**src/rtl/cpu_pkg.sv**
```systemverilog
// Shared types for the pipeline hazard controller: register width,
// shadow-pipeline entry layout and the controller action encoding.
package cpu_pkg;

  localparam int REG_W = 3;

  typedef struct packed {
    logic             valid;
    logic             wr;
    logic [REG_W-1:0] regd;
  } shadow_t;

  typedef enum logic [1:0] {
    RUN   = 2'd0,
    STALL = 2'd1,
    FLUSH = 2'd2
  } hz_state_t;

  localparam shadow_t SHADOW_NOP = '0;

endpackage

```
**src/rtl/hazard_match.sv**
```systemverilog
// One RAW comparator: a used source register against one in-flight
// shadow entry that will write its destination register.
import cpu_pkg::*;

module hazard_match (
  input  logic             i_use,
  input  logic [REG_W-1:0] i_src,
  input  logic             i_valid,
  input  logic             i_wr,
  input  logic [REG_W-1:0] i_regd,
  output logic             o_match
);

  assign o_match = i_use & i_valid & i_wr & (i_regd == i_src);

endmodule

```
**src/rtl/hazard_ctrl.sv**
```systemverilog
// Stall/flush controller for a 5-stage pipeline. A shadow copy of ID/EX,
// EX/MEM and MEM/WB tracks pending register writes to detect RAW hazards.
import cpu_pkg::*;

module hazard_ctrl #(
  parameter int CNT_W = 16
) (
  input  logic             clk,
  input  logic             start_i,
  input  logic [REG_W-1:0] ifid_reg1_i,
  input  logic [REG_W-1:0] ifid_reg2_i,
  input  logic [REG_W-1:0] ifid_regD_i,
  input  logic             ifid_use1_i,
  input  logic             ifid_use2_i,
  input  logic             ifid_useD_i,
  input  logic             ifid_wr_i,
  input  logic             branch_i,
  output logic             stall_o,
  output logic             bubble_o,
  output logic             flush_o,
  output logic [1:0]       state_o,
  output logic [CNT_W-1:0] stall_cnt_o,
  output logic [CNT_W-1:0] flush_cnt_o
);

  localparam logic [CNT_W-1:0] CNT_MAX = {CNT_W{1'b1}};

  shadow_t          r_s0;
  shadow_t          r_s1;
  shadow_t          r_s2;
  logic             r_ifid_valid;
  hz_state_t        r_state;
  logic [CNT_W-1:0] r_stall_cnt;
  logic [CNT_W-1:0] r_flush_cnt;

  shadow_t          w_ent [3];
  logic [REG_W-1:0] w_src [3];
  logic             w_use [3];
  logic [8:0]       w_match;
  logic             w_hazard;
  logic             w_flush;
  logic             w_stall;
  logic             w_bubble;

  assign w_ent[0] = r_s0;
  assign w_ent[1] = r_s1;
  assign w_ent[2] = r_s2;

  assign w_src[0] = ifid_reg1_i;
  assign w_src[1] = ifid_reg2_i;
  assign w_src[2] = ifid_regD_i;

  assign w_use[0] = ifid_use1_i;
  assign w_use[1] = ifid_use2_i;
  assign w_use[2] = ifid_useD_i;

  // Comparator gi checks source gi%3 against shadow stage gi/3.
  genvar gi;
  generate
    for (gi = 0; gi < 9; gi++) begin : g_match
      hazard_match u_match (
        .i_use   (w_use[gi % 3]),
        .i_src   (w_src[gi % 3]),
        .i_valid (w_ent[gi / 3].valid),
        .i_wr    (w_ent[gi / 3].wr),
        .i_regd  (w_ent[gi / 3].regd),
        .o_match (w_match[gi])
      );
    end
  endgenerate

  // start_i doubles as a flush so both pipeline registers fill with NOPs.
  assign w_flush  = start_i | (r_s0.valid & branch_i);
  assign w_hazard = r_ifid_valid & (|w_match);
  assign w_stall  = w_hazard & ~w_flush;
  assign w_bubble = w_stall | w_flush;

  assign stall_o     = w_stall;
  assign bubble_o    = w_bubble;
  assign flush_o     = w_flush;
  assign state_o     = r_state;
  assign stall_cnt_o = r_stall_cnt;
  assign flush_cnt_o = r_flush_cnt;

  always_ff @(posedge clk) begin
    if (start_i) begin
      r_s0 <= SHADOW_NOP;
      r_s1 <= SHADOW_NOP;
      r_s2 <= SHADOW_NOP;
    end else begin
      r_s2 <= r_s1;
      r_s1 <= r_s0;
      r_s0 <= w_bubble ? SHADOW_NOP : {1'b1, ifid_wr_i, ifid_regD_i};
    end
  end

  // A stalled IF/ID keeps its contents; a flushed one holds a NOP.
  always_ff @(posedge clk) begin
    if (start_i || w_flush) begin
      r_ifid_valid <= 1'b0;
    end else if (!w_stall) begin
      r_ifid_valid <= 1'b1;
    end
  end

  always_ff @(posedge clk) begin
    if (start_i) begin
      r_state <= RUN;
    end else if (w_flush) begin
      r_state <= FLUSH;
    end else if (w_stall) begin
      r_state <= STALL;
    end else begin
      r_state <= RUN;
    end
  end

  always_ff @(posedge clk) begin
    if (start_i) begin
      r_stall_cnt <= '0;
      r_flush_cnt <= '0;
    end else begin
      if (w_stall && (r_stall_cnt != CNT_MAX)) begin
        r_stall_cnt <= r_stall_cnt + 1'b1;
      end
      if (w_flush && (r_flush_cnt != CNT_MAX)) begin
        r_flush_cnt <= r_flush_cnt + 1'b1;
      end
    end
  end

endmodule

```
**config.mk**
```make
export PLATFORM = sky130hd
export DESIGN_NAME = hazard_ctrl
export DESIGN_NICKNAME = d
export VERILOG_FILES = /design/src/rtl/cpu_pkg.sv /design/src/rtl/hazard_match.sv /design/src/rtl/hazard_ctrl.sv
export SDC_FILE = /design/constraint.sdc
export NUM_CORES = 1
export LEC_CHECK = 0
export ABC_AREA = 0
export BUFFER_PORTS_ARGS = -buffer_cell sky130_fd_sc_hd__buf_2
export CORE_MARGIN = 2
export CORE_UTILIZATION = 48
export DETAILED_ROUTE_END_ITERATION = 10
export HOLD_SLACK_MARGIN = 0.1
export PLACE_DENSITY = 0.72
export SYNTH_ARGS = -nofsm -noshare
export SYNTH_HDL_FRONTEND = slang
export SYNTH_SLANG_ARGS = --single-unit
```
**constraint.sdc**
```tcl
create_clock -name clk -period 2.4 [get_ports clk]
set_input_delay 0.24 -clock clk [delete_from_list [all_inputs] [get_ports clk]]
set_output_delay 0.24 -clock clk [all_outputs]
set_load 0.05 [all_outputs]
```
==> reports/qor.yml, run 1 <==
dp.cells: 396
async_flop_share: 0
reg2reg_depth: 7
critPathRequiredTime_ns: 2.58
grt_first_pass_wirelength_um: 8540
reg2reg_from: "r_s1[2]"
fin_nets: 358
fin_cells: 407
die_w_um: 75.2
final_core_util: 0.598
clkTransAtPathRegs_ns: 0.08
drt_iter0_markers: 96
place_congestion: 0.987
critical_path.endpoint: "stall_cnt_o[4]"
clock_skew_ns: 0.00993
worst_ep_arrival_time_ns: 2.49
grt-ovfl-total: 0
dieArea_sq_um: 5660
period_share: 0.962
synth_xor_area_frac: 0.137
ant_nets: 0
drc: 0
maxSlewViolCount: 0
synth_nets: 300
cts_buffer_depth: 2
cts_tree: "done"
vdd_drop_max_uv: 289
yosys_warnings: 0
fmax_mhz: 433
areaGrowthSynthToFinish_pct: 18.4
final_common_cell: "buf_2"
reg2reg_slack_ns: 0.09
antenna_found_initial: 0
core_region_area_sq_um: 4820
final_cell_mix: "51 x buf_2, 50 x dfxtp_1, 32 x xor2_1"
synth_compound_area_frac: 0.105
setup_violations: 0
root_buffer: "clkbuf_8"
critPathKind: "register to register"
startpoint: "r_s1[2]"
relSlewSlack: 0.641
maxCapViolCount: 0
setup_tns_ns: 0
num_antenna_cells: 0
grt_use_total: 0.193
worstPathMaxFanout: 6
synth-edff-count: 0
status: "finished clean"
synthesis.area_sq_um: 2430
synth-adder-area-share: 0.0103
synth.avg_cell_area_sq_um: 8.63
wl_um: 5350
htreeDepth: 2
min_period_ns: 2.31
drt_pass1_iterations: 4
drive_above_1_share: 0.218
worst_pin_slew_ns: 0.534
clock-sinks: 50
synth_ff_type: "dfxtp_1"
syn_inst: 282
dieHeight_um: 75.2
num_vias: 2171
synth_top_family_by_area: "simple AND/OR/NAND/NOR gates"
grt_pass1_vias: 1919
synth-simple-area-share: 0.288
num_rows: 25
worstSkewPairLatency_ns: 0.29
avgViaCountPerCell: 5.33
wl_per_cell_um: 13.1
hp-class: "input pin to register"
ys_seq_area_frac: 0.411
numCtsBuffers: 5
powerDensity_nw_per_um2: 507
ys_seq_elements: 50
power_leakage_nw: 1.21
num_io_pins: 53
synthMuxAreaShare: 0.0180
place_hpwl_um: 3880
hold_violations: 0
synth_cell_types: 37
grt_start_max_net_pins: 48
cp-end-kind: "register"
reg2reg_to: "stall_cnt_o[4]"
crit_path_start_kind: "register"
port_buffers: 52
start_util: 0.505
rsz0062_at_grt: "false"
sequential cells by signal, indices dropped and copies added, names as in the netlist:
name	cells
state_o	2
r_s2	5
stall_cnt_o	16
r_s1	5
flush_cnt_o	16
r_ifid_valid	1
r_s0	5
final cells by class:
type / instances / area (sq um)
multi-input combinational: 215 / 1360
clock buffer: 7 / 76.3
inverter: 7 / 26.3
sequential: 50 / 1000
timing repair buffer: 61 / 330
tap: 67 / 83.8
fill: 462 / 1940
cells in the mapped netlist, drive strengths merged (2+ instances only):
library cell / instances / area share
nor4: 10 / 0.028
nor2: 20 / 0.031
or3: 17 / 0.044
and3: 4 / 0.010
inv: 7 / 0.011
xor2: 32 / 0.12
and4: 3 / 0.011
clkbuf: 6 / 0.0098
nand2: 25 / 0.039
nand4: 9 / 0.023
ha: 2 / 0.010
and2: 6 / 0.015
nor2b: 14 / 0.036
buf: 4 / 0.010
xnor2: 6 / 0.022
a31oi: 4 / 0.010
o311ai: 4 / 0.014
o21ai: 16 / 0.033
mux2: 3 / 0.014
or4: 2 / 0.0062
dfxtp: 50 / 0.41
nor3: 4 / 0.010
a21oi: 18 / 0.037
nand3: 9 / 0.019
where the power goes:
group / internal [mW] / switching [mW]
Combinational: 0.0501 / 0.0921
Sequential: 0.847 / 0.0210
Clock: 0.201 / 0.250
Total: 1.10 / 0.363
worst max-delay path: stages, from the launching register on:
cell	delay, ns
dfxtp_1	0.42
xor2_1	0.10
nor4_1	0.37
o311ai_1	0.19
a31o_2	0.32
buf_4	0.17
nor4b_4	0.27
mux2_2	0.35
cells by family (layout without fill, tap and decap cells):
family	Yosys count	in the layout
xor+xnor	38	38
flops	50	50
compound gates	45	45
simple gates	126	126
buf+inv	17	75
mux	4	4
fa+ha+maj	2	2
repair_timing:
item,4_1_cts,5_1_grt
pin swaps,0,1
setup endpoints to repair,1,1
setup buffers,0,4
hold buffers,0,0
resized for setup,1,2
metrics by stage:
stage                     total power, mW  area (sq um)  hold slack, ns  setup slack, ns
after CTS                            1.48          2840           0.147           0.0105
after global routing                 1.53          2880           0.160           0.0443
after floorplan                     0.978          2430           0.343           0.0909
after global placement               1.03          2770           0.466            0.136
after detailed placement             1.03          2770           0.454           0.0949
final                                1.46          2880           0.166           0.0914
worst min-delay path by stage:
stage,startpoint,to,slack (ns),depth (start not counted)
after floorplan,start_i,r_ifid_valid,0.34,1
after global placement,ifid_wr_i,r_s0[3],0.47,2
after detailed placement,ifid_wr_i,r_s0[3],0.45,2
after CTS,ifid_wr_i,r_s0[3],0.15,2
after global routing,ifid_wr_i,r_s0[3],0.16,2
final,ifid_wr_i,r_s0[3],0.17,2
metal layers:
metal | routed length [um] | global-route usage | part of all wire | vias to the layer above
met5 | 0 | 0 | 0 | -
li1 | - | - | - | 1104
met1 | 2570 | 0.257 | 0.48 | 1009
met4 | 57 | 0.0585 | 0.011 | 0
met2 | 2530 | 0.320 | 0.47 | 52
met3 | 200 | 0.0335 | 0.037 | 6
No activity file was read; power rests on OpenSTA's default activity.
==> inputs of run 2 (changes only) <==
ABC_AREA = 1   (was 0)
PLACE_DENSITY = 0.7   (was 0.72)
==> run 2 against run 1 <==
Synthesized cell count up 59%. Power up 12%. Die area up 16%. Clock power up 31%. First-iteration DRC count up 60%. Worst hold slack worse by 0.0098 ns. Register-to-register slack better by 0.50 ns. Sequential power about the same. Core utilization down 3.9 points. Largest power group unchanged.
==> reports/qor.yml, run 2 <==
yosys.area.top_type: "dfxtp_1"
drive_above_1_share: 0.192
synthesis.area_sq_um: 2860
clock-sinks: 50
post-synth-top-count-cell: "nand2_1"
synth_common_cells: "137 x nand2_1, 83 x nor2_1, 69 x inv_1"
setup_violations: 0
final_core_util: 0.559
final_cell_mix: "137 x nand2_1, 83 x nor2_1, 69 x inv_1"
min_period_ns: 2.23
cts_tree: "done"
clkTransAtPathRegs_ns: 0.09
grt_use_total: 0.206
start_util: 0.488
worstSkewPairLatency_ns: 0.30
place_congestion: 0.909
root_buffer: "clkbuf_8"
worst_ep_arrival_time_ns: 1.99
htreeDepth: 2
critPathKind: "register to output port"
status: "finished clean"
worstPathMaxFanout: 8
numCtsBuffers: 5
cts_hold_repair.buffers: 0
maxSlewViolCount: 0
dieHeight_um: 81.1
place_hpwl_um: 4850
fillers: 605
yosys_warnings: 0
drt_iter0_markers: 154
grt_start_max_net_pins: 27
synth-edff-count: 0
reg2reg_slack_ns: 0.59
wl_um: 6460
num_io_pins: 53
crit_path_start_kind: "register"
final_area_sq_um: 3270
critPathRequiredTime_ns: 2.16
whs_path_depth: 3
hp-class: "input pin to register"
setup_tns_ns: 0
dieArea_sq_um: 6580
place_area_sq_um: 3160
yosys.area.top_type_share: 0.350
final_common_cell: "nand2_1"
dp.cells: 572
worst_pin_slew_ns: 0.788
syn_inst: 449
grt_pass1_vias: 2437
die_w_um: 81.1
synth_nets: 467
num_antenna_cells: 0
port_buffers: 52
hold_violations: 0
powerDensity_nw_per_um2: 501
post_cts_resized: 0
grt_first_pass_wirelength_um: 10600
core_region_area_sq_um: 5850
cts_setup_buffers: 0
avgViaCountPerCell: 4.82
cp-end-kind: "output port"
ant_nets: 0
fin_nets: 522
drc: 0
period_share: 0.928
wl_per_cell_um: 11.1
power_leakage_nw: 1.66
synthTopCellsByArea: "dfxtp_1 35%, nand2_1 18%, nor2_1 11%"
num_vias: 2798
reg2reg_depth: 10
antenna_found_initial: 0
grt-ovfl-total: 0
maxCapViolCount: 0
num_rows: 28
ys_seq_elements: 50
synth.avg_cell_area_sq_um: 6.36
synth_ff_type: "dfxtp_1"
fin_cells: 580
ys_seq_area_frac: 0.350
synth_cell_types: 35
vdd_drop_max_uv: 313
relSlewSlack: 0.474
rsz0062_at_grt: "false"
drt_pass1_iterations: 5
areaGrowthSynthToFinish_pct: 14.5
cts_buffer_depth: 2
fmax_mhz: 449
clock_skew_ns: 0.0106
async_flop_share: 0
run 2: changes by cell type after synthesis, sizes merged, moves of 7 or more:
cell    delta
nor2b     -14
nand2    +119
nand3     +12
xor2      -30
nor2      +66
a21oi      -8
o21bai     +7
inv       +69
nor4      -10
or3       -17
run 2: final cells by class:
type / instances / area (sq um) / share of cell area
Clock buffer: 6 / 72.6 / 0.0222
Clock inverter: 2 / 37.5 / 0.0115
Inverter: 77 / 289 / 0.0884
Multi-Input combinational cell: 315 / 1490 / 0.457
Sequential cell: 50 / 1000 / 0.306
Tap cell: 75 / 93.8 / 0.0287
Timing Repair Buffer: 55 / 283 / 0.0865
run 2: kinds of logic (layout without fill, tap and decap cells):
family | Yosys count | count (layout) | share of synthesized area
AOI/OAI and AO/OA | 37 | 37 | 0.0841
xor gates and xnor gates | 2 | 2 | 0.00613
buffers and inverters | 84 | 140 | 0.127
adders and majority gates | 2 | 2 | 0.00876
DFF | 50 | 50 | 0.350
and+or+nand+nor | 274 | 274 | 0.424
run 2: per-stage QoR:
step | total power, mW | worst slack [ns] | hold WS (ns)
3_5_place_dp | 1.07 | 0.525 | 0.427
2_1_floorplan | 1.02 | 0.333 | 0.352
5_1_grt | 1.71 | 0.0110 | 0.147
4_1_cts | 1.66 | 0.176 | 0.147
3_3_place_gp | 1.07 | 0.566 | 0.426
6_report | 1.64 | 0.173 | 0.156
run 2: critical path: stages (launching register included):
cell and delay [ns]:
dfxtp_1 0.44, inv_1 0.08, nand2_1 0.06, nand2_1 0.05, nor2_1 0.10, nand2_1 0.07, nand3_2 0.07, nand2_2 0.06
nand3_4 0.13, nand2_1 0.11, nor2_1 0.21, buf_2 0.30
run 2: worst paths after layout:
| kind | from | end |
|---|---|---|
| setup / recovery | r_s2[0] | stall_o |
| hold / removal | ifid_wr_i | r_s0[3] |
| setup reg to reg | flush_cnt_o[0] | flush_cnt_o[7] |
| hold reg to reg | r_s1[3] | r_s2[3] |
run 2: per-layer routing:
metal	part of all wire	track usage	wire length [um]
met5	0	0	0
met4	0.0039	0.0610	25
met3	0.046	0.0411	299
met2	0.47	0.341	3050
met1	0.48	0.271	3090
run 2: report_power, final:
group          internal, mW  switching, mW  leakage [nW]
registers             0.848         0.0212         0.406
logic                0.0546          0.127          1.20
clock network         0.311          0.277        0.0514
total                  1.21          0.425          1.66
==> inputs of run 3 (changes only) <==
CORE_UTILIZATION = 40   (was 48)
PLACE_DENSITY = not set   (was 0.7)
==> run 3 against run 2 <==
Largest cell class unchanged. Sequential power is essentially flat. Critical path type unchanged. First-iteration DRC count shrank 38%. Power shrank 6.6%. Die area grew 19%. Flip-flop and latch count is the same. Final cell count grew 3.3%.
==> reports/qor.yml, run 3 (synthesized netlist as in run 2, its figures left out) <==
final_core_util: 0.475
min_period_ns: 2.21
power_leakage_nw: 1.64
dieHeight_um: 88.5
relSlewSlack: 0.478
numCtsBuffers: 5
reg2reg_from: "stall_cnt_o[1]"
grt_start_max_net_pins: 27
powerDensity_nw_per_um2: 468
reg2reg_slack_ns: 0.60
cts_tree: "done"
core_region_area_sq_um: 6870
status: "finished clean"
grt-ovfl-total: 0
crit_family: "simple AND/OR/NAND/NOR gates"
fin_nets: 521
clock-sinks: 50
period_share: 0.922
worstPathMaxFanout: 8
place_congestion: 0.811
antenna_found_initial: 0
die_w_um: 88.5
num_io_pins: 53
grt_pass1_vias: 2604
areaGrowthSynthToFinish_pct: 14.3
drt_iter0_markers: 95
num_antenna_cells: 0
drt_pass1_iterations: 4
drc: 0
clkTransAtPathRegs_ns: 0.09
timing.final.ws_setup_ns: 0.188
reg2reg_to: "stall_cnt_o[13]"
multi_input_area_sq_um: 1500
min_from: "ifid_wr_i"
dieArea_sq_um: 7830
wl_per_cell_um: 10.8
port_buffers: 52
ant_nets: 0
dpl_worst_slack_ns: 0.430
start_util: 0.416
cp-end-kind: "output port"
setup_violations: 0
min_to: "r_s0[3]"
critPathKind: "register to output port"
hp-class: "input pin to register"
maxCapViolCount: 0
num_vias: 2756
whs_path_depth: 3
htreeDepth: 2
rsz0062_at_grt: "true"
fmax_mhz: 452
drive_above_1_share: 0.191
critPathBufInv: 2
critical_path.cell_chain: "inv_1, nand2_1, nand2_1, nor2_1, nand2_1, nand3_2, nand2_2, nand3_4, nand2_1, nor2_2, clkbuf_4"
hold_violations: 0
worstSkewPairLatency_ns: 0.31
grt_use_total: 0.179
cts_buffer_depth: 2
final_cell_mix: "137 x nand2_1, 82 x nor2_1, 69 x inv_1"
cpPeakStageDelay_ns: 0.43
worst_ep_arrival_time_ns: 1.97
grt_first_pass_wirelength_um: 11200
final_common_cell: "nand2_1"
critPathRequiredTime_ns: 2.16
vdd_drop_max_uv: 197
maxSlewViolCount: 0
worst_pin_slew_ns: 0.783
dp.cells: 592
regArea_sq_um: 1000
wl_um: 6450
slowest_stage: "dfxtp_1"
num_rows: 30
fillers: 762
crit_path_start_kind: "register"
fin_cells: 599
place_hpwl_um: 4960
root_buffer: "clkbuf_8"
reg2reg_depth: 13
avgViaCountPerCell: 4.60
clock_skew_ns: 0.00977
crit_cells: 11
cpMostUsedCell: "nand2_1"
run 3: cell count changes in the layout (fill, tap and decap cells not counted), sizes merged:
cell and change:
buf -3, clkbuf +2, bufinv -1
run 3: area by class of cell:
type / count / area share
Clock buffer: 6 / 0.0222
Clock inverter: 1 / 0.00230
Inverter: 77 / 0.0885
Multi-Input combinational cell: 315 / 0.458
Sequential cell: 50 / 0.307
Tap cell: 96 / 0.0368
Timing Repair Buffer: 54 / 0.0858
run 3: timing repair:
| item | 4_1_cts | 5_1_grt |
|---|---|---|
| hold buffers | 0 | 0 |
| endpoints found under the setup margin | 0 | 2 |
| resized for setup | 0 | 3 |
| buffers inserted | 0 | 0 |
run 3: how the worst max path moves through the flow:
stage / slack (ns) / endpoint / from
after floorplan: 0.33 / stall_cnt_o[11] / r_s2[0]
after global placement: 0.43 / stall_o / r_s2[1]
after detailed placement: 0.43 / stall_o / ifid_regD_i[1]
after CTS: 0.09 / stall_o / r_s2[1]
after global routing: -0.03 / bubble_o / r_s1[1]
final: 0.19 / stall_o / r_s2[1]
run 3: power breakdown:
group,internal [mW],switching (mW),total [mW]
Clock,0.201,0.282,0.483
Combinational,0.0537,0.124,0.177
Sequential,0.848,0.0216,0.869
Total,1.10,0.428,1.53
run 3: through the flow:
stage	total power [mW]	cell area [sq um]	hold slack (ns)	setup TNS [ns]
after CTS	1.55	3260	0.149	0
after floorplan	1.02	2860	0.352	0
after global placement	1.07	3180	0.433	0
after global routing	1.61	3270	0.168	-0.0300
after detailed placement	1.07	3180	0.438	0
final	1.53	3270	0.151	0
run 3: worst register-to-register path, stage by stage (launching register included):
cell	delay [ns]
dfxtp_1	0.40
ha_1	0.25
nand2_2	0.09
nor2_4	0.15
nand4_2	0.19
nand2_2	0.14
inv_2	0.05
nand2_2	0.08
nor2_2	0.06
nand2_1	0.09
nor2_1	0.05
nand2_1	0.06
nand2_1	0.04
nor2_1	0.10
run 3: routing by layer:
metal | global-route usage | routed length [um]
met5 | 0 | 0
met4 | 0.0455 | 55
met3 | 0.0280 | 297
met2 | 0.312 | 3050
met1 | 0.233 | 3050
